<file path="config.mk">
export PLATFORM = sky130hd
export DESIGN_NAME = bram_port_arbiter_flat
export DESIGN_NICKNAME = d
export VERILOG_FILES = /design/src/rtl/bram_port_arbiter_pkg.sv /design/src/rtl/bram_port_arbiter_if.sv /design/src/rtl/bram_port_arbiter_rr_arb2.sv /design/src/rtl/bram_port_arbiter.sv /design/src/flat_wrapper.sv
export SDC_FILE = /design/constraint.sdc
export NUM_CORES = 1
export LEC_CHECK = 0
export ABC_CLOCK_PERIOD_IN_PS = 5500
export BUFFER_PORTS_ARGS = -buffer_cell sky130_fd_sc_hd__buf_2
export CAP_MARGIN = 25
export CORE_AREA = 3 3 97 99
export CTS_BUF_LIST = sky130_fd_sc_hd__clkbuf_4
export DETAILED_ROUTE_END_ITERATION = 10
export DIE_AREA = 0 0 100 102
export MAX_ROUTING_LAYER = met4
export PLACE_DENSITY = 0.73
export SLEW_MARGIN = 5
export SYNTH_ARGS = -nofsm -noshare
export SYNTH_HDL_FRONTEND = slang
export SYNTH_HIERARCHICAL = 1
export SYNTH_SLANG_ARGS = --single-unit
</file>
<file path="constraint.sdc">
create_clock -name clk -period 5.5 [get_ports clk]
set_clock_uncertainty 0.1 [all_clocks]
set_input_delay 1.65 -clock clk [delete_from_list [all_inputs] [get_ports clk]]
set_output_delay 1.65 -clock clk [all_outputs]
set_load 0.01 [all_outputs]
</file>
<file path="src/rtl/bram_port_arbiter_pkg.sv">
// Shared types and constants for the block-RAM port arbiter and its RAM wrapper.
package bram_port_arbiter_pkg;

  localparam int MEM_DEPTH  = 2048;
  localparam int MEM_ADDR_W = 11;
  localparam int MEM_DATA_W = 32;

  localparam int ARB_RR    = 0;
  localparam int ARB_FIXED = 1;

  typedef enum logic {
    ST_CLEAR,
    ST_RUN
  } state_e;

endpackage

</file>
<file path="src/rtl/bram_port_arbiter_if.sv">
// One requester's request/response channel into the shared block RAM.
interface bram_port_arbiter_if #(
  parameter int ADDR_W = 11
) ();
  import bram_port_arbiter_pkg::*;

  logic                  req_valid;
  logic                  req_ready;
  logic                  req_we;
  logic [ADDR_W-1:0]     req_addr;
  logic [MEM_DATA_W-1:0] req_wdata;
  logic [3:0]            req_wstrb;
  logic                  resp_valid;
  logic                  resp_ready;
  logic [MEM_DATA_W-1:0] resp_rdata;

  modport master (
    output req_valid, req_we, req_addr, req_wdata, req_wstrb, resp_ready,
    input  req_ready, resp_valid, resp_rdata
  );

  modport slave (
    input  req_valid, req_we, req_addr, req_wdata, req_wstrb, resp_ready,
    output req_ready, resp_valid, resp_rdata
  );

endinterface

</file>
<file path="src/rtl/bram_port_arbiter_rr_arb2.sv">
// Two-way arbiter: round-robin on ties, or m1-wins when fixed_m1 is set.
module rr_arb2 (
  input  logic       clk,
  input  logic       reset,
  input  logic       fixed_m1,
  input  logic [1:0] req,
  output logic [1:0] grant
);

  logic last_grant;

  // NOTE: every always_comb output gets a default first so no path can infer a latch.
  always_comb begin
    grant = req;
    if (req == 2'b11) begin
      if (fixed_m1 || !last_grant) grant = 2'b10;
      else                         grant = 2'b01;
    end
  end

  // NOTE: sequential state uses non-blocking assignments so every flop samples pre-edge values.
  always_ff @(posedge clk) begin
    if (reset) begin
      last_grant <= 1'b1;
    end else if (|grant) begin
      last_grant <= grant[1];
    end
  end

endmodule

</file>
<file path="src/rtl/bram_port_arbiter.sv">
// Shares one single-port 2048x32 BRAM between fetch (m0) and data (m1) requesters,
// with an optional post-reset zero-fill and a one-deep buffered read response.
module bram_port_arbiter
  import bram_port_arbiter_pkg::*;
#(
  parameter int DEPTH          = MEM_DEPTH,
  parameter int ADDR_W         = MEM_ADDR_W,
  parameter int ARB_MODE       = ARB_RR,
  parameter int CLEAR_ON_RESET = 1
) (
  input  logic                  clk,
  input  logic                  reset,
  bram_port_arbiter_if.slave    m0,
  bram_port_arbiter_if.slave    m1,
  output logic                  mem_ce,
  output logic                  mem_oce,
  output logic                  mem_wre,
  output logic [ADDR_W-1:0]     mem_ad,
  output logic [MEM_DATA_W-1:0] mem_din,
  output logic [3:0]            mem_byte_en,
  input  logic [MEM_DATA_W-1:0] mem_dout,
  output logic                  clear_busy
);

  state_e                state;
  logic [ADDR_W-1:0]     clr_cnt;
  logic                  resp_pend;
  logic                  resp_owner;
  logic                  resp_fresh;
  logic [MEM_DATA_W-1:0] hold;

  logic                  owner_ready;
  logic                  stall;
  logic                  run;
  logic [1:0]            elig;
  logic [1:0]            grant;
  logic                  sel_we;
  logic                  rd_grant;
  logic [ADDR_W-1:0]     sel_addr;
  logic [MEM_DATA_W-1:0] sel_wdata;
  logic [3:0]            sel_wstrb;
  logic [MEM_DATA_W-1:0] resp_data;

  // A response the owner will not take this cycle freezes the RAM port for everyone.
  assign owner_ready = resp_owner ? m1.resp_ready : m0.resp_ready;
  assign stall       = resp_pend && !owner_ready;
  assign run         = (state == ST_RUN) && !reset;
  assign elig        = {m1.req_valid, m0.req_valid} & {2{run && !stall}};

  rr_arb2 u_arb (
    .clk      (clk),
    .reset    (reset),
    .fixed_m1 (ARB_MODE == ARB_FIXED),
    .req      (elig),
    .grant    (grant)
  );

  assign m0.req_ready = grant[0];
  assign m1.req_ready = grant[1];

  // Grants are one-hot, so grant[1] alone picks the winning request.
  assign sel_we    = grant[1] ? m1.req_we    : m0.req_we;
  assign sel_addr  = grant[1] ? m1.req_addr  : m0.req_addr;
  assign sel_wdata = grant[1] ? m1.req_wdata : m0.req_wdata;
  assign sel_wstrb = grant[1] ? m1.req_wstrb : m0.req_wstrb;
  assign rd_grant  = (|grant) && !sel_we;

  // First response cycle passes RAM data straight through; later stall cycles use the copy.
  assign resp_data     = resp_fresh ? mem_dout : hold;
  assign m0.resp_valid = resp_pend && !resp_owner;
  assign m1.resp_valid = resp_pend && resp_owner;
  assign m0.resp_rdata = resp_data;
  assign m1.resp_rdata = resp_data;

  assign clear_busy = (state == ST_CLEAR);
  assign mem_oce    = 1'b1;

  always_comb begin
    mem_ce      = 1'b0;
    mem_wre     = 1'b0;
    mem_ad      = '0;
    mem_din     = '0;
    mem_byte_en = '0;
    if (state == ST_CLEAR && !reset) begin
      mem_ce      = 1'b1;
      mem_wre     = 1'b1;
      mem_ad      = clr_cnt;
      mem_byte_en = 4'hF;
    end else if (|grant) begin
      mem_ce      = 1'b1;
      mem_wre     = sel_we;
      mem_ad      = sel_addr;
      mem_din     = sel_wdata;
      mem_byte_en = sel_we ? sel_wstrb : 4'hF;
    end
  end

  always_ff @(posedge clk) begin
    if (reset) begin
      state      <= (CLEAR_ON_RESET != 0) ? ST_CLEAR : ST_RUN;
      clr_cnt    <= '0;
      resp_pend  <= 1'b0;
      resp_owner <= 1'b0;
      resp_fresh <= 1'b0;
      hold       <= '0;
    end else begin
      if (state == ST_CLEAR) begin
        clr_cnt <= clr_cnt + 1'b1;
        if (clr_cnt == ADDR_W'(DEPTH - 1)) state <= ST_RUN;
      end
      if (resp_fresh) hold <= mem_dout;
      resp_fresh <= 1'b0;
      if (rd_grant) begin
        resp_pend  <= 1'b1;
        resp_owner <= grant[1];
        resp_fresh <= 1'b1;
      end else if (resp_pend && owner_ready) begin
        resp_pend <= 1'b0;
      end
    end
  end

endmodule

</file>
<file path="src/flat_wrapper.sv">
// flat-port wrapper written by rule: the top's interface ports become plain ports
module bram_port_arbiter_flat import bram_port_arbiter_pkg::*;
#(
  parameter int DEPTH          = MEM_DEPTH,
  parameter int ADDR_W         = MEM_ADDR_W,
  parameter int ARB_MODE       = ARB_RR,
  parameter int CLEAR_ON_RESET = 1
)
  (clk, reset, mem_ce, mem_oce, mem_wre, mem_ad, mem_din, mem_byte_en, mem_dout, clear_busy, m0_req_valid, m0_req_we, m0_req_addr, m0_req_wdata, m0_req_wstrb, m0_resp_ready, m0_req_ready, m0_resp_valid, m0_resp_rdata, m1_req_valid, m1_req_we, m1_req_addr, m1_req_wdata, m1_req_wstrb, m1_resp_ready, m1_req_ready, m1_resp_valid, m1_resp_rdata);
  bram_port_arbiter_if #(.ADDR_W(ADDR_W)) m0_i ();
  bram_port_arbiter_if #(.ADDR_W(ADDR_W)) m1_i ();
  input  logic clk;
  input  logic reset;
  output logic mem_ce;
  output logic mem_oce;
  output logic mem_wre;
  output logic [ADDR_W-1:0] mem_ad;
  output logic [MEM_DATA_W-1:0] mem_din;
  output logic [3:0] mem_byte_en;
  input  logic [MEM_DATA_W-1:0] mem_dout;
  output logic clear_busy;
  input wire logic [$bits(m0_i.req_valid)-1:0] m0_req_valid;
  input wire logic [$bits(m0_i.req_we)-1:0] m0_req_we;
  input wire logic [$bits(m0_i.req_addr)-1:0] m0_req_addr;
  input wire logic [$bits(m0_i.req_wdata)-1:0] m0_req_wdata;
  input wire logic [$bits(m0_i.req_wstrb)-1:0] m0_req_wstrb;
  input wire logic [$bits(m0_i.resp_ready)-1:0] m0_resp_ready;
  output wire logic [$bits(m0_i.req_ready)-1:0] m0_req_ready;
  output wire logic [$bits(m0_i.resp_valid)-1:0] m0_resp_valid;
  output wire logic [$bits(m0_i.resp_rdata)-1:0] m0_resp_rdata;
  input wire logic [$bits(m1_i.req_valid)-1:0] m1_req_valid;
  input wire logic [$bits(m1_i.req_we)-1:0] m1_req_we;
  input wire logic [$bits(m1_i.req_addr)-1:0] m1_req_addr;
  input wire logic [$bits(m1_i.req_wdata)-1:0] m1_req_wdata;
  input wire logic [$bits(m1_i.req_wstrb)-1:0] m1_req_wstrb;
  input wire logic [$bits(m1_i.resp_ready)-1:0] m1_resp_ready;
  output wire logic [$bits(m1_i.req_ready)-1:0] m1_req_ready;
  output wire logic [$bits(m1_i.resp_valid)-1:0] m1_resp_valid;
  output wire logic [$bits(m1_i.resp_rdata)-1:0] m1_resp_rdata;
  assign m0_i.req_valid = m0_req_valid;
  assign m0_i.req_we = m0_req_we;
  assign m0_i.req_addr = m0_req_addr;
  assign m0_i.req_wdata = m0_req_wdata;
  assign m0_i.req_wstrb = m0_req_wstrb;
  assign m0_i.resp_ready = m0_resp_ready;
  assign m0_req_ready = m0_i.req_ready;
  assign m0_resp_valid = m0_i.resp_valid;
  assign m0_resp_rdata = m0_i.resp_rdata;
  assign m1_i.req_valid = m1_req_valid;
  assign m1_i.req_we = m1_req_we;
  assign m1_i.req_addr = m1_req_addr;
  assign m1_i.req_wdata = m1_req_wdata;
  assign m1_i.req_wstrb = m1_req_wstrb;
  assign m1_i.resp_ready = m1_resp_ready;
  assign m1_req_ready = m1_i.req_ready;
  assign m1_resp_valid = m1_i.resp_valid;
  assign m1_resp_rdata = m1_i.resp_rdata;
  bram_port_arbiter #(.DEPTH(DEPTH), .ADDR_W(ADDR_W), .ARB_MODE(ARB_MODE), .CLEAR_ON_RESET(CLEAR_ON_RESET)) u_core (.clk(clk), .reset(reset), .m0(m0_i), .m1(m1_i), .mem_ce(mem_ce), .mem_oce(mem_oce), .mem_wre(mem_wre), .mem_ad(mem_ad), .mem_din(mem_din), .mem_byte_en(mem_byte_en), .mem_dout(mem_dout), .clear_busy(clear_busy));
endmodule
</file>
== After elaboration in Yosys (flattened, before gate mapping) ==
Index checks and enable logic that the tools add are counted.

* Word-level logic and storage cells: 51
* Input port bits: 134
* Flip-flop bits (word level): 48
* Output and inout bits: 119

* Reductions and logical operators: 15
* Equality and inequality tests: 2
* Bitwise gates (word level): 2
* Mux-type cells: 24
* Add/sub/neg operators: 1

{| class="wikitable"
|+ Operators by type and width
! cell !! count
|-
| $mux 32 || 4
|-
| $mux 11 || 3
|-
| $mux 4 || 4
|-
| $add 11x1->11 const B || 1
|-
| $eq 11x11->1 const B || 1
|-
| $mux 1 || 11
|-
| $logic_and 1x1->1 || 8
|-
| $logic_not 1->1 || 5
|-
| $mux 2 || 2
|-
| $and 2x2->2 || 1
|-
| $eq 2x2->1 const B || 1
|-
| $reduce_bool 2->1 || 1
|-
| $reduce_or 2->1 || 1
|-
| $not 1->1 || 1
|}

== Logic depth before layout (Yosys ltp) ==
Gate-level depths: netlist of the first run.

* Word-level depth: 12
* Gate-level depth with buffers: 10
* Mapped depth without buffers: 8

== Modules after synthesis ==
Netlist of the first run, hierarchy kept.

{| class="wikitable"
|+ By module, submodules not included
! module !! area each (um2) !! times used !! cells each
|-
| bram_port_arbiter || 2966.6 || 1 || 336
|-
| rr_arb2 || 60.1 || 1 || 6
|}

== Worst setup path before layout of the first run ==
OpenSTA, ideal clock, no wires.

* Path kind: input-to-output
* From: in reset
* To: out mem_ad[0]
* Data arrival time: 3403 ps
* Path slack: 347 ps
* Cell stages on the path: 7
* Path through: clkbuf_1 > and4b_1 > a21oi_1 > nor2b_1 > buf_2 > a22oi_1 > a21oi_1

* Longest elaborated chain between the ends: 9

{| class="wikitable"
|+ RTL lines
! what !! RTL line !! text
|-
| from (decl) || flat_wrapper.sv:13 || <nowiki>input logic reset;</nowiki>
|-
| $logic_not 1->1 || bram_port_arbiter.sv:47 || <nowiki>assign run = (state == ST_RUN) && !reset;</nowiki>
|-
| $logic_and 1x1->1 || bram_port_arbiter.sv:47 ||
|-
| $logic_and 1x1->1 || bram_port_arbiter.sv:48 || <nowiki>assign elig = {m1.req_valid, m0.req_valid} & {2{run && !stall}};</nowiki>
|-
| $and 2x2->2 || bram_port_arbiter.sv:48 ||
|-
| net u_core.elig[1] || bram_port_arbiter.sv:35 || <nowiki>logic [1:0] elig;</nowiki>
|-
| $eq 2x2->1 || bram_port_arbiter_rr_arb2.sv:15 || <nowiki>if (req == 2'b11) begin</nowiki>
|-
| $mux 2 || bram_port_arbiter_rr_arb2.sv:15 ||
|-
| net m0_req_ready || flat_wrapper.sv:28 || <nowiki>output wire logic [$bits(m0_i.req_ready)-1:0] m0_req_ready;</nowiki>
|-
| $reduce_or 2->1 || bram_port_arbiter.sv:89 || <nowiki>end else if (|grant) begin</nowiki>
|-
| $mux 11 || bram_port_arbiter.sv:89 ||
|-
| $mux 11 || bram_port_arbiter.sv:84 || <nowiki>if (state == ST_CLEAR && !reset) begin</nowiki>
|-
| to (decl) || flat_wrapper.sv:17 || <nowiki>output logic [ADDR_W-1:0] mem_ad;</nowiki>
|}

The timed path passes the listed nets, and every way through them passes these cells.

== Worst setup path after layout of the first run ==
* From: in m1_resp_ready
* To: out mem_byte_en[1]

* Longest elaborated chain between the ends: 12

{| class="wikitable"
|+ RTL lines
! what !! RTL line !! text
|-
| from (decl) || flat_wrapper.sv:36 || <nowiki>input wire logic [$bits(m1_i.resp_ready)-1:0] m1_resp_ready;</nowiki>
|-
| $mux 1 * || bram_port_arbiter.sv:45 || <nowiki>assign owner_ready = resp_owner ? m1.resp_ready : m0.resp_ready;</nowiki>
|-
| $logic_not 1->1 * || bram_port_arbiter.sv:46 || <nowiki>assign stall = resp_pend && !owner_ready;</nowiki>
|-
| $logic_and 1x1->1 * || bram_port_arbiter.sv:46 ||
|-
| $logic_not 1->1 * || bram_port_arbiter.sv:48 ||
|-
| $logic_and 1x1->1 * || bram_port_arbiter.sv:48 ||
|-
| $and 2x2->2 * || bram_port_arbiter.sv:48 ||
|-
| net u_core.elig[1] || bram_port_arbiter.sv:35 ||
|-
| $eq 2x2->1 || bram_port_arbiter_rr_arb2.sv:15 ||
|-
| $mux 2 * || bram_port_arbiter_rr_arb2.sv:15 ||
|-
| $mux 4 / $mux 1 (equally long branches) || bram_port_arbiter.sv:65, bram_port_arbiter.sv:62 ||
|-
| $mux 4 || bram_port_arbiter.sv:94 || <nowiki>mem_byte_en = sel_we ? sel_wstrb : 4'hF;</nowiki>
|-
| $mux 4 * || bram_port_arbiter.sv:89 ||
|-
| $mux 4 * || bram_port_arbiter.sv:84 ||
|-
| to (decl) || flat_wrapper.sv:19 || <nowiki>output logic [3:0] mem_byte_en;</nowiki>
|}

The timed path passes the listed nets; every way through them passes the cells marked *.

==> results of run 1 <==
## area by class of cell
class,instances,area share [%]
Sequential cell,48,23.0
Tap cell,108,3.23
Multi-Input combinational cell,234,40.4
Inverter,3,0.269
Timing Repair Buffer,259,31.8
Clock buffer,7,1.26
Clock inverter,1,0.0898
## cell families after synthesis
family | after synthesis | synth area share, %
other | 2 | 0.248
AOI/OAI and AO/OA | 45 | 9.63
adders and majority gates | 1 | 0.413
muxes | 66 | 23.1
buffers and inverters | 60 | 12.6
DFF | 48 | 31.7
and+or+nand+nor | 116 | 21.0
xor gates and xnor gates | 4 | 1.16
## final timing paths
| kind | start | end | slack [ns] |
|---|---|---|---|
| setup / recovery | m1_resp_ready | mem_byte_en[1] | 0.31 |
| hold / removal | u_core/clr_cnt[9]$_SDFFE_PP0N_ | u_core/clr_cnt[9]$_SDFFE_PP0N_ | 0.43 |
| setup reg to reg | u_core/resp_owner$_SDFFE_PP0P_ | u_core/resp_pend$_SDFFE_PP0P_ | 3.24 |
| hold reg to reg | u_core/clr_cnt[9]$_SDFFE_PP0N_ | u_core/clr_cnt[9]$_SDFFE_PP0N_ | 0.43 |
## layout by cell type (no fill, tap or decap), types with 2 or more instances in the layout
cell	instances
buf_4	7
nand3_1	4
a21oi_1	20
mux2_1	5
inv_1	3
or3_1	2
mux2i_1	34
o31ai_1	4
buf_2	251
mux2_2	27
clkbuf_4	7
and2_1	2
a221o_1	5
nand2_1	7
nor2b_1	35
dfxtp_1	48
or4_1	4
nor2_1	50
and4b_1	2
conb_1	2
xor2_1	3
a22oi_1	11
o21ai_0	2
## power groups by stage
| stage | registers [uW] | logic (uW) | clock network [uW] |
|---|---|---|---|
| 4_1_cts | 353 | 93.3 | 173 |
| 3_3_place_gp | 361 | 91.4 | 0 |
| 3_5_place_dp | 361 | 92.9 | 0 |
| 6_report | 353 | 92.4 | 161 |
| 5_1_grt | 354 | 102 | 188 |
| 2_1_floorplan | 360 | 31.3 | 0 |
## metrics by stage
| step | power (uW) | instances | area [um2] | setup WS, ns |
|---|---|---|---|---|
| final | 607 | 660 | 4180 | 0.309 |
| after global placement | 452 | 652 | 4130 | 0.364 |
| after floorplan | 392 | 342 | 3030 | 0.347 |
| after detailed placement | 454 | 652 | 4130 | 0.305 |
| after global routing | 644 | 660 | 4180 | 0.175 |
| after CTS | 620 | 660 | 4180 | 0.301 |
## worst register-to-register path, cell delays in order, from the launching register on
cell and delay, ns:
dfxtp_1 0.44, mux2i_1 0.21, nand2_1 0.12, and4b_1 0.24, a21oi_1 0.26, or3b_2 0.51
and2_1 0.20, a21oi_1 0.12
## state kept, by name, indices dropped and copies added, names as in the netlist
signal	flops
u_core/hold	32
u_core/clr_cnt	11
u_core/resp_fresh	1
u_core/resp_owner	1
u_core/resp_pend	1
u_core/state	1
u_core/u_arb/last_grant	1
## per-layer routing
metal	vias to the layer above	GRT usage [%]	routed length [um]
li1	1553	-	-
met1	1419	18.0	3390
met2	164	34.1	5130
met3	23	4.78	1050
met4	0	8.39	398
met5	-	-	0
==> results.toml, run 1 <==
[cts]
ctsResizeCount = 0
clk_latency_ns = 0.35
clock-sinks = 48
cts_inserted_buffers = 5
clock_path_buffers = 2
post_cts_buffers = 0
clockRootBuffer = "clkbuf_4"
cts_tree = "done"
h-tree-depth = 2
clk_pin_slew_ns = 0.12
holdBufCountCts = 0

[worst_setup_path]
worstPathRequired_ns = 3.75
slowest_stage = "or3b_2"
endpoint_kind = "primary output"
cp_top_family = "simple AND/OR/NAND/NOR gates"
cp_max_fo = 4
critPathKind = "in -> out"
crit_arrival_ns = 3.44
path_cells = "buf_2, mux2i_1, nand2_1, and4b_1, a21oi_1, or3b_2, nand3_1, a221o_1, buf_2"
cpMostUsedCell = "buf_2"
reg2regPathDepth = 7
slowest_delay_ns = 0.51
start_kind = "input pin"
cp_num_buf_inv = 2
crit_cells = 9

[logic_synthesis]
synth_ff_type = "dfxtp_1"
synth_area_leaders = "dfxtp_1 32%, mux2i_1 11%, mux2_2 10%"
synth.top_cells.by_count = "50 x nor2_1, 48 x dfxtp_1, 35 x buf_4, 35 x nor2b_1, 34 x mux2i_1"
yosysMostFrequentCell = "nor2_1"
synthArstFlopShare_pct = 0
synth_area_um2 = 3030
ys_ff_latch = 48
yosys.area.top_type_share_pct = 31.7
synth.largest_area_cell = "dfxtp_1"
yosysWarnings = 6
synthDistinctLibCells = 39
avgSynthCellArea_um2 = 8.85
synth-seq-area-share_pct = 31.7
synth-edff-count = 0
synthesis.instances = 342
synth_fp_nets = 477

[place]
dp_hpwl_mm = 8.41
io_buffers = 251
gp_congestion = 0.996

[route]
vias = 3159
viasPerCell = 4.79
wirelength_mm = 9.96
drt-initial-drc-count = 144
postRouteAntennaNets = 0
first_pass_iters = 4
drc_errors = 0
wl_per_cell_um = 15.1

[cells_and_area]
multi_input_area_um2 = 1690
drive_gt1_share_pct = 54.3
fillCellCount = 886
final_util_pct = 48.4
area_delta_synth_final_pct = 38.2
num-nets-final = 686
diodes = 0
seq_area_um2 = 961

[grt]
grt_antenna_before_repair = 0
grt.total_usage_pct = 18.4
grt_max_degree = 48
grt_pass1_vias = 3018
grt_first_pass_wirelength_mm = 14.5
overflow = 0

[power]
switching_power_uw = 148
seqPwrFrac_pct = 58.2
p_comb_share_pct = 15.2
power.static_leakage_uw = 0.00224
swShare_pct = 24.4
p_per_area_nw_per_um2 = 145
p_int_uw = 459
peakVddDrop_uv = 84.9
clockPowerShare_pct = 26.5

[floorplanning]
dieArea_um2 = 10200
core_area_um2 = 8640
die_h_um = 102
rows = 34
initial_core_util_pct = 35.0
die_w_um = 100
io_pins = 253

[timing]
period_share_pct = 94.4
whs_ns = 0.426
max_clock_freq_ghz = 0.193
slew_violations = 0
finalSetupViolCount = 0
rsz0062_at_grt = "false"
finalHoldViolCount = 0
fin_setup_tns_ns = 0
fin_crit_ns = 5.19

[worst_hold_path]
hold_path_class = "reg -> reg"
hold_depth = 2

[flow_run]
maxCapViolations = 0

[run_status]
status = "complete, no violations"
(Power assumes the default switching activity.)
==> run 2, diff against run 1 <==
- CELL_PAD_IN_SITES_DETAIL_PLACEMENT: unset -> 1
- CELL_PAD_IN_SITES_GLOBAL_PLACEMENT: unset -> 2
- CORE_AREA: 3 3 97 99 -> unset
- CORE_ASPECT_RATIO: unset -> 0.8
- CORE_MARGIN: unset -> 3
- CORE_UTILIZATION: unset -> 20
- DIE_AREA: 0 0 100 102 -> unset
- PLACE_DENSITY: 0.73 -> unset
- PLACE_DENSITY_LB_ADDON: unset -> 0.1
==> run 2 against run 1 <==
  * Cell area is 2.8% higher
  * Utilization is 19 points lower
  * Routed wire length is 10% higher
  * Maximum frequency is 0.59% lower
  * Final cell count is 12% higher
  * Die area is 63% higher
  * Clock-buffer cell count is 2 lower
  * Sequential share of layout area is 0.62 points lower
  * Critical path depth is 2 higher
  * Global-route usage is 6.0 points lower
  * Critical endpoint is now mem_din[1]
  * Highest routed layer unchanged
==> results.toml, run 2 (synthesis results as in run 1) <==
[timing]
max_clock_freq_ghz = 0.192
fin_setup_tns_ns = 0
finalHoldViolCount = 0
whs_ns = 0.428
slew_violations = 0
rsz0062_at_grt = "false"
fin_crit_ns = 5.22
finalSetupViolCount = 0
period_share_pct = 94.9

[place]
gp_congestion = 0.674
dp_hpwl_mm = 8.96
io_buffers = 251

[cells_and_area]
largest_reg_flops = 32
top_register = "u_core/hold"
reg.largest.list = "u_core/hold (32), u_core/clr_cnt (11)"
layout_common_cells = "251 x buf_2, 50 x nor2_1, 48 x dfxtp_1"
drive_gt1_share_pct = 54.2
area_delta_synth_final_pct = 42.0
fillCellCount = 1812
layout_commonest_cell = "buf_2"
num-nets-final = 687

[route]
first_pass_iters = 4
wirelength_mm = 11.0
postRouteAntennaNets = 0
drt-initial-drc-count = 127
drc_errors = 0
vias = 3145
wl_per_cell_um = 14.9
viasPerCell = 4.25

[power]
clockPowerShare_pct = 32.1
p_comb_share_pct = 13.7
seqPwrFrac_pct = 54.2
power.static_leakage_uw = 0.00225
fin_total_pwr_uw = 653
peakVddDrop_uv = 73.2
swShare_pct = 24.4
switching_power_uw = 160
p_int_uw = 493
p_per_area_nw_per_um2 = 152

[worst_hold_path]
hold_depth = 2
hold_path_class = "reg -> reg"

[floorplanning]
io_pins = 253
die_h_um = 116
die_w_um = 144
rows = 39
core_area_um2 = 14500
dieArea_um2 = 16700
initial_core_util_pct = 20.8

[cts]
holdBufCountCts = 0
clock_path_buffers = 2
post_cts_buffers = 0
cts_tree = "done"
clock-sinks = 48
h-tree-depth = 2
ctsResizeCount = 0
clk_latency_ns = 0.36
clockRootBuffer = "clkbuf_4"
clk_pin_slew_ns = 0.14
cts_inserted_buffers = 5

[worst_setup_path]
critPathKind = "in -> out"
worstPathRequired_ns = 3.75
crit_arrival_ns = 3.47
reg2regPathDepth = 7
cp_max_fo = 32
endpoint_kind = "primary output"
start_kind = "input pin"

[grt]
grt_antenna_before_repair = 2
grt_max_degree = 33
grt.total_usage_pct = 12.4
grt_first_pass_wirelength_mm = 16.1
grt_pass1_vias = 3203
overflow = 0

[flow_run]
maxCapViolations = 0

[run_status]
status = "complete, no violations"
-- run 2: area by class of cell --
type	count	area [um2]	area share [%]
multi-input cells	234	1690	39.3
repair buffers	260	1320	30.8
flip-flops and latches	48	961	22.4
well taps	184	230	5.36
clock buffers	5	37.5	0.873
clock inverters	3	37.5	0.873
inverters	3	11.3	0.262
diodes	3	7.51	0.175
-- run 2: path summary, 6_finish.rpt --
| path | start | end | slack, ns |
|---|---|---|---|
| min reg2reg | u_core/clr_cnt[10]$_SDFFE_PP0N_ | u_core/clr_cnt[10]$_SDFFE_PP0N_ | 0.43 |
| min | u_core/clr_cnt[10]$_SDFFE_PP0N_ | u_core/clr_cnt[10]$_SDFFE_PP0N_ | 0.43 |
| max reg2reg | u_core/resp_owner$_SDFFE_PP0P_ | u_core/resp_pend$_SDFFE_PP0P_ | 3.36 |
| max | m1_resp_ready | mem_din[1] | 0.28 |
-- run 2: through the flow --
step | instances | util, % | area, um2 | setup WS [ns]
final | 740 | 29.6 | 4300 | 0.279
after CTS | 737 | 29.5 | 4290 | 0.229
after floorplan | 342 | - | 3030 | 0.347
after detailed placement | 729 | 29.0 | 4220 | 0.242
after global placement | 729 | 29.0 | 4220 | 0.270
after global routing | 739 | 29.5 | 4300 | 0.0371
-- run 2: layer usage --
layer,GRT usage (%),vias up,wire (um)
li1,-,1562,-
met2,22.2,92,6000
met5,-,-,0
met1,14.3,1485,4370
met3,3.18,6,577
met4,1.76,0,55
-- run 2: worst max-delay path: stages --
cell and delay [ns]:
buf_2 0.10, mux2i_1 0.15, nand2_1 0.10, and4b_1 0.19
inv_1 0.08, o21a_2 0.18, buf_4 0.33, o21ai_2 0.10
buf_4 0.24, nor2_1 0.17, buf_2 0.15
-- run 2: power by group through the flow --
stage | Sequential, uW | Clock (uW) | Combinational, uW
after floorplan | 360 | 0 | 31.3
after global placement | 361 | 0 | 89.6
after detailed placement | 361 | 0 | 91.0
after CTS | 354 | 229 | 91.5
after global routing | 354 | 242 | 101
final | 353 | 210 | 89.7
==> run 3, diff against run 2 <==
- ABC_AREA: unset -> 1
- CORE_UTILIZATION: 20 -> 18
==> run 3 against run 2 <==
  * Critical path depth increased by 3
  * First-iteration DRC count decreased by 17%
  * Final cell count increased by 23%
  * Hold slack got worse by 0.048 ns
  * Total power decreased by 7.7%
  * Synthesized cell count increased by 42%
  * Highest routed layer is now met3
  * Critical path type unchanged
==> results.toml, run 3 <==
[worst_setup_path]
rrSetupSlack_ns = 3.37
start_kind = "input pin"
worstPathRequired_ns = 3.75
endpoint_kind = "primary output"
critPathKind = "in -> out"
worstSetupStartpoint = "m1_resp_ready"
cp_max_fo = 43
crit_arrival_ns = 3.50
r2r_start = "u_core/state$_SDFF_PP0_"
r2r-end = "u_core/resp_owner$_SDFFE_PP0P_"
reg2regPathDepth = 14

[cts]
h-tree-depth = 2
post_cts_buffers = 0
holdBufCountCts = 0
cts_inserted_buffers = 5
clock_path_buffers = 2
clk_pin_slew_ns = 0.15
cts_tree = "done"
clk_latency_ns = 0.36
clockRootBuffer = "clkbuf_4"
clock-sinks = 48
ctsResizeCount = 0

[timing]
period_share_pct = 95.4
finalSetupViolCount = 0
max_clock_freq_ghz = 0.191
setup_ws_ns = 0.255
fin_crit_ns = 5.25
slew_violations = 0
rsz0062_at_grt = "false"
fin_setup_tns_ns = 0
finalHoldViolCount = 0

[grt]
grt_antenna_before_repair = 1
grt_pass1_vias = 3823
overflow = 0
grt_max_degree = 44
grt.total_usage_pct = 12.9
grt_first_pass_wirelength_mm = 18.8

[cells_and_area]
drive_gt1_share_pct = 40.1
fillCellCount = 2146
top_register = "u_core/hold"
stdcell_count = 911
layout_commonest_cell = "buf_2"
reg.largest.list = "u_core/hold (32), u_core/clr_cnt (11)"
layout_common_cells = "251 x buf_2, 196 x nand2_1, 74 x a21oi_1"
num-nets-final = 828
area_delta_synth_final_pct = 43.3
largest_reg_flops = 32

[place]
dpl_worst_slack_ns = 0.0495
place_inst = 901
io_buffers = 251
dp_hpwl_mm = 10.2
gp_congestion = 0.762

[floorplanning]
die_h_um = 122
dieArea_um2 = 18400
rows = 41
die_w_um = 151
core_area_um2 = 16100
io_pins = 253
initial_core_util_pct = 18.8

[run_status]
status = "complete, no violations"

[power]
p_per_area_nw_per_um2 = 139
peakVddDrop_uv = 53.9
power.static_leakage_uw = 0.00246

[logic_synthesis]
synth_ff_type = "dfxtp_1"
synth_fp_nets = 620
synthDistinctLibCells = 25
synthesis.instances = 485
synthArstFlopShare_pct = 0
ys_ff_latch = 48
synth_area_um2 = 3030
yosysMostFrequentCell = "nand2_1"
yosys.area.top_type_share_pct = 31.7
synth_area_leaders = "dfxtp_1 32%, nand2_1 24%, a21oi_1 12%"
synth-seq-area-share_pct = 31.7
yosysWarnings = 6
synth-edff-count = 0
avgSynthCellArea_um2 = 6.24
synth.top_cells.by_count = "197 x nand2_1, 74 x a21oi_1, 48 x dfxtp_1"
synth.largest_area_cell = "dfxtp_1"

[worst_hold_path]
hold_path_class = "reg -> reg"
holdCritStartpoint = "u_core/hold[20]$_SDFF_PP0_"
hold_depth = 2
min_to = "u_core/hold[20]$_SDFF_PP0_"

[route]
first_pass_iters = 4
postRouteAntennaNets = 0
wirelength_mm = 12.5
drc_errors = 0
drt-initial-drc-count = 105
vias = 3749
viasPerCell = 4.12
wl_per_cell_um = 13.7

[flow_run]
maxCapViolations = 0
[run 3: cell types whose count changed after synthesis, sizes merged, moves of 5 or more]
cell   before  now
o21ai       3   11
a221o       5    0
buf        47   53
nand2       7  199
nor2b      35    0
a21oi      20   74
mux2       32    0
a22oi      11    0
nand3       4   13
inv         3   30
mux2i      34   11
o22ai       0    9
nor2       50   19
[run 3: power by group]
group	total (uW)	leakage [uW]	switching, uW	internal [uW]
Combinational	82.1	0.00204	36.6	45.4
Clock	169	0.0000293	115	53.9
Sequential	351	0.000387	1.67	350
[run 3: cell type report]
type / count / area (um2) / area share [%]
sequential: 48 / 961 / 22.2
timing repair buffer: 261 / 1370 / 31.6
clock inverter: 2 / 11.3 / 0.260
inverter: 30 / 115 / 2.65
multi-input combinational: 347 / 1560 / 35.9
tap: 215 / 269 / 6.20
antenna: 2 / 5.00 / 0.115
clock buffer: 6 / 45.0 / 1.04
[run 3: worst max-delay path: stages]
cell	delay [ns]
buf_2	0.08
nor2_1	0.04
nor2_1	0.18
nand2_1	0.11
nor2_1	0.13
inv_1	0.09
nand2_1	0.08
nand2_2	0.15
nor2_1	0.21
inv_1	0.10
nand2_2	0.08
buf_8	0.27
o22ai_1	0.16
buf_2	0.16
[run 3: how the worst max path moves through the flow]
stage,end,slack (ns),cells after the start
floorplan,mem_ad[0],0.62,11
global placement,mem_ad[0],0.17,13
detailed placement,mem_ad[7],0.05,14
CTS,mem_ad[7],0.04,14
global route,mem_ad[7],0.02,14
finish,mem_ad[7],0.25,14
[run 3: kinds of logic after synthesis]
kind of cell	count (synthesis)	share of synthesized area (%)
AOI/OAI and AO/OA	94	16.0
other	2	0.248
adders and majority gates	1	0.413
and+or+nand+nor	239	31.0
DFF	48	31.7
buffers and inverters	90	16.9
muxes	11	3.64
[run 3: through the flow]
stage / hold slack (ns) / total power [uW] / utilization, % / instance area, um2
6_report: 0.379 / 602 / 26.9 / 4340
3_3_place_gp: 0.357 / 441 / 26.3 / 4240
4_1_cts: 0.385 / 618 / 26.8 / 4320
5_1_grt: 0.406 / 640 / 26.9 / 4340
2_1_floorplan: 0.327 / 385 / - / 3030
3_5_place_dp: 0.364 / 442 / 26.5 / 4270
[run 3: metal layers]
metal  track usage (%)  vias to the layer above  routed length, um
met4             0.680                        0                  0
met5                 -                        -                  0
met3              2.49                        0                610
li1                  -                     1922                  -
met1              15.0                     1728               5090
met2              24.2                       99               6810
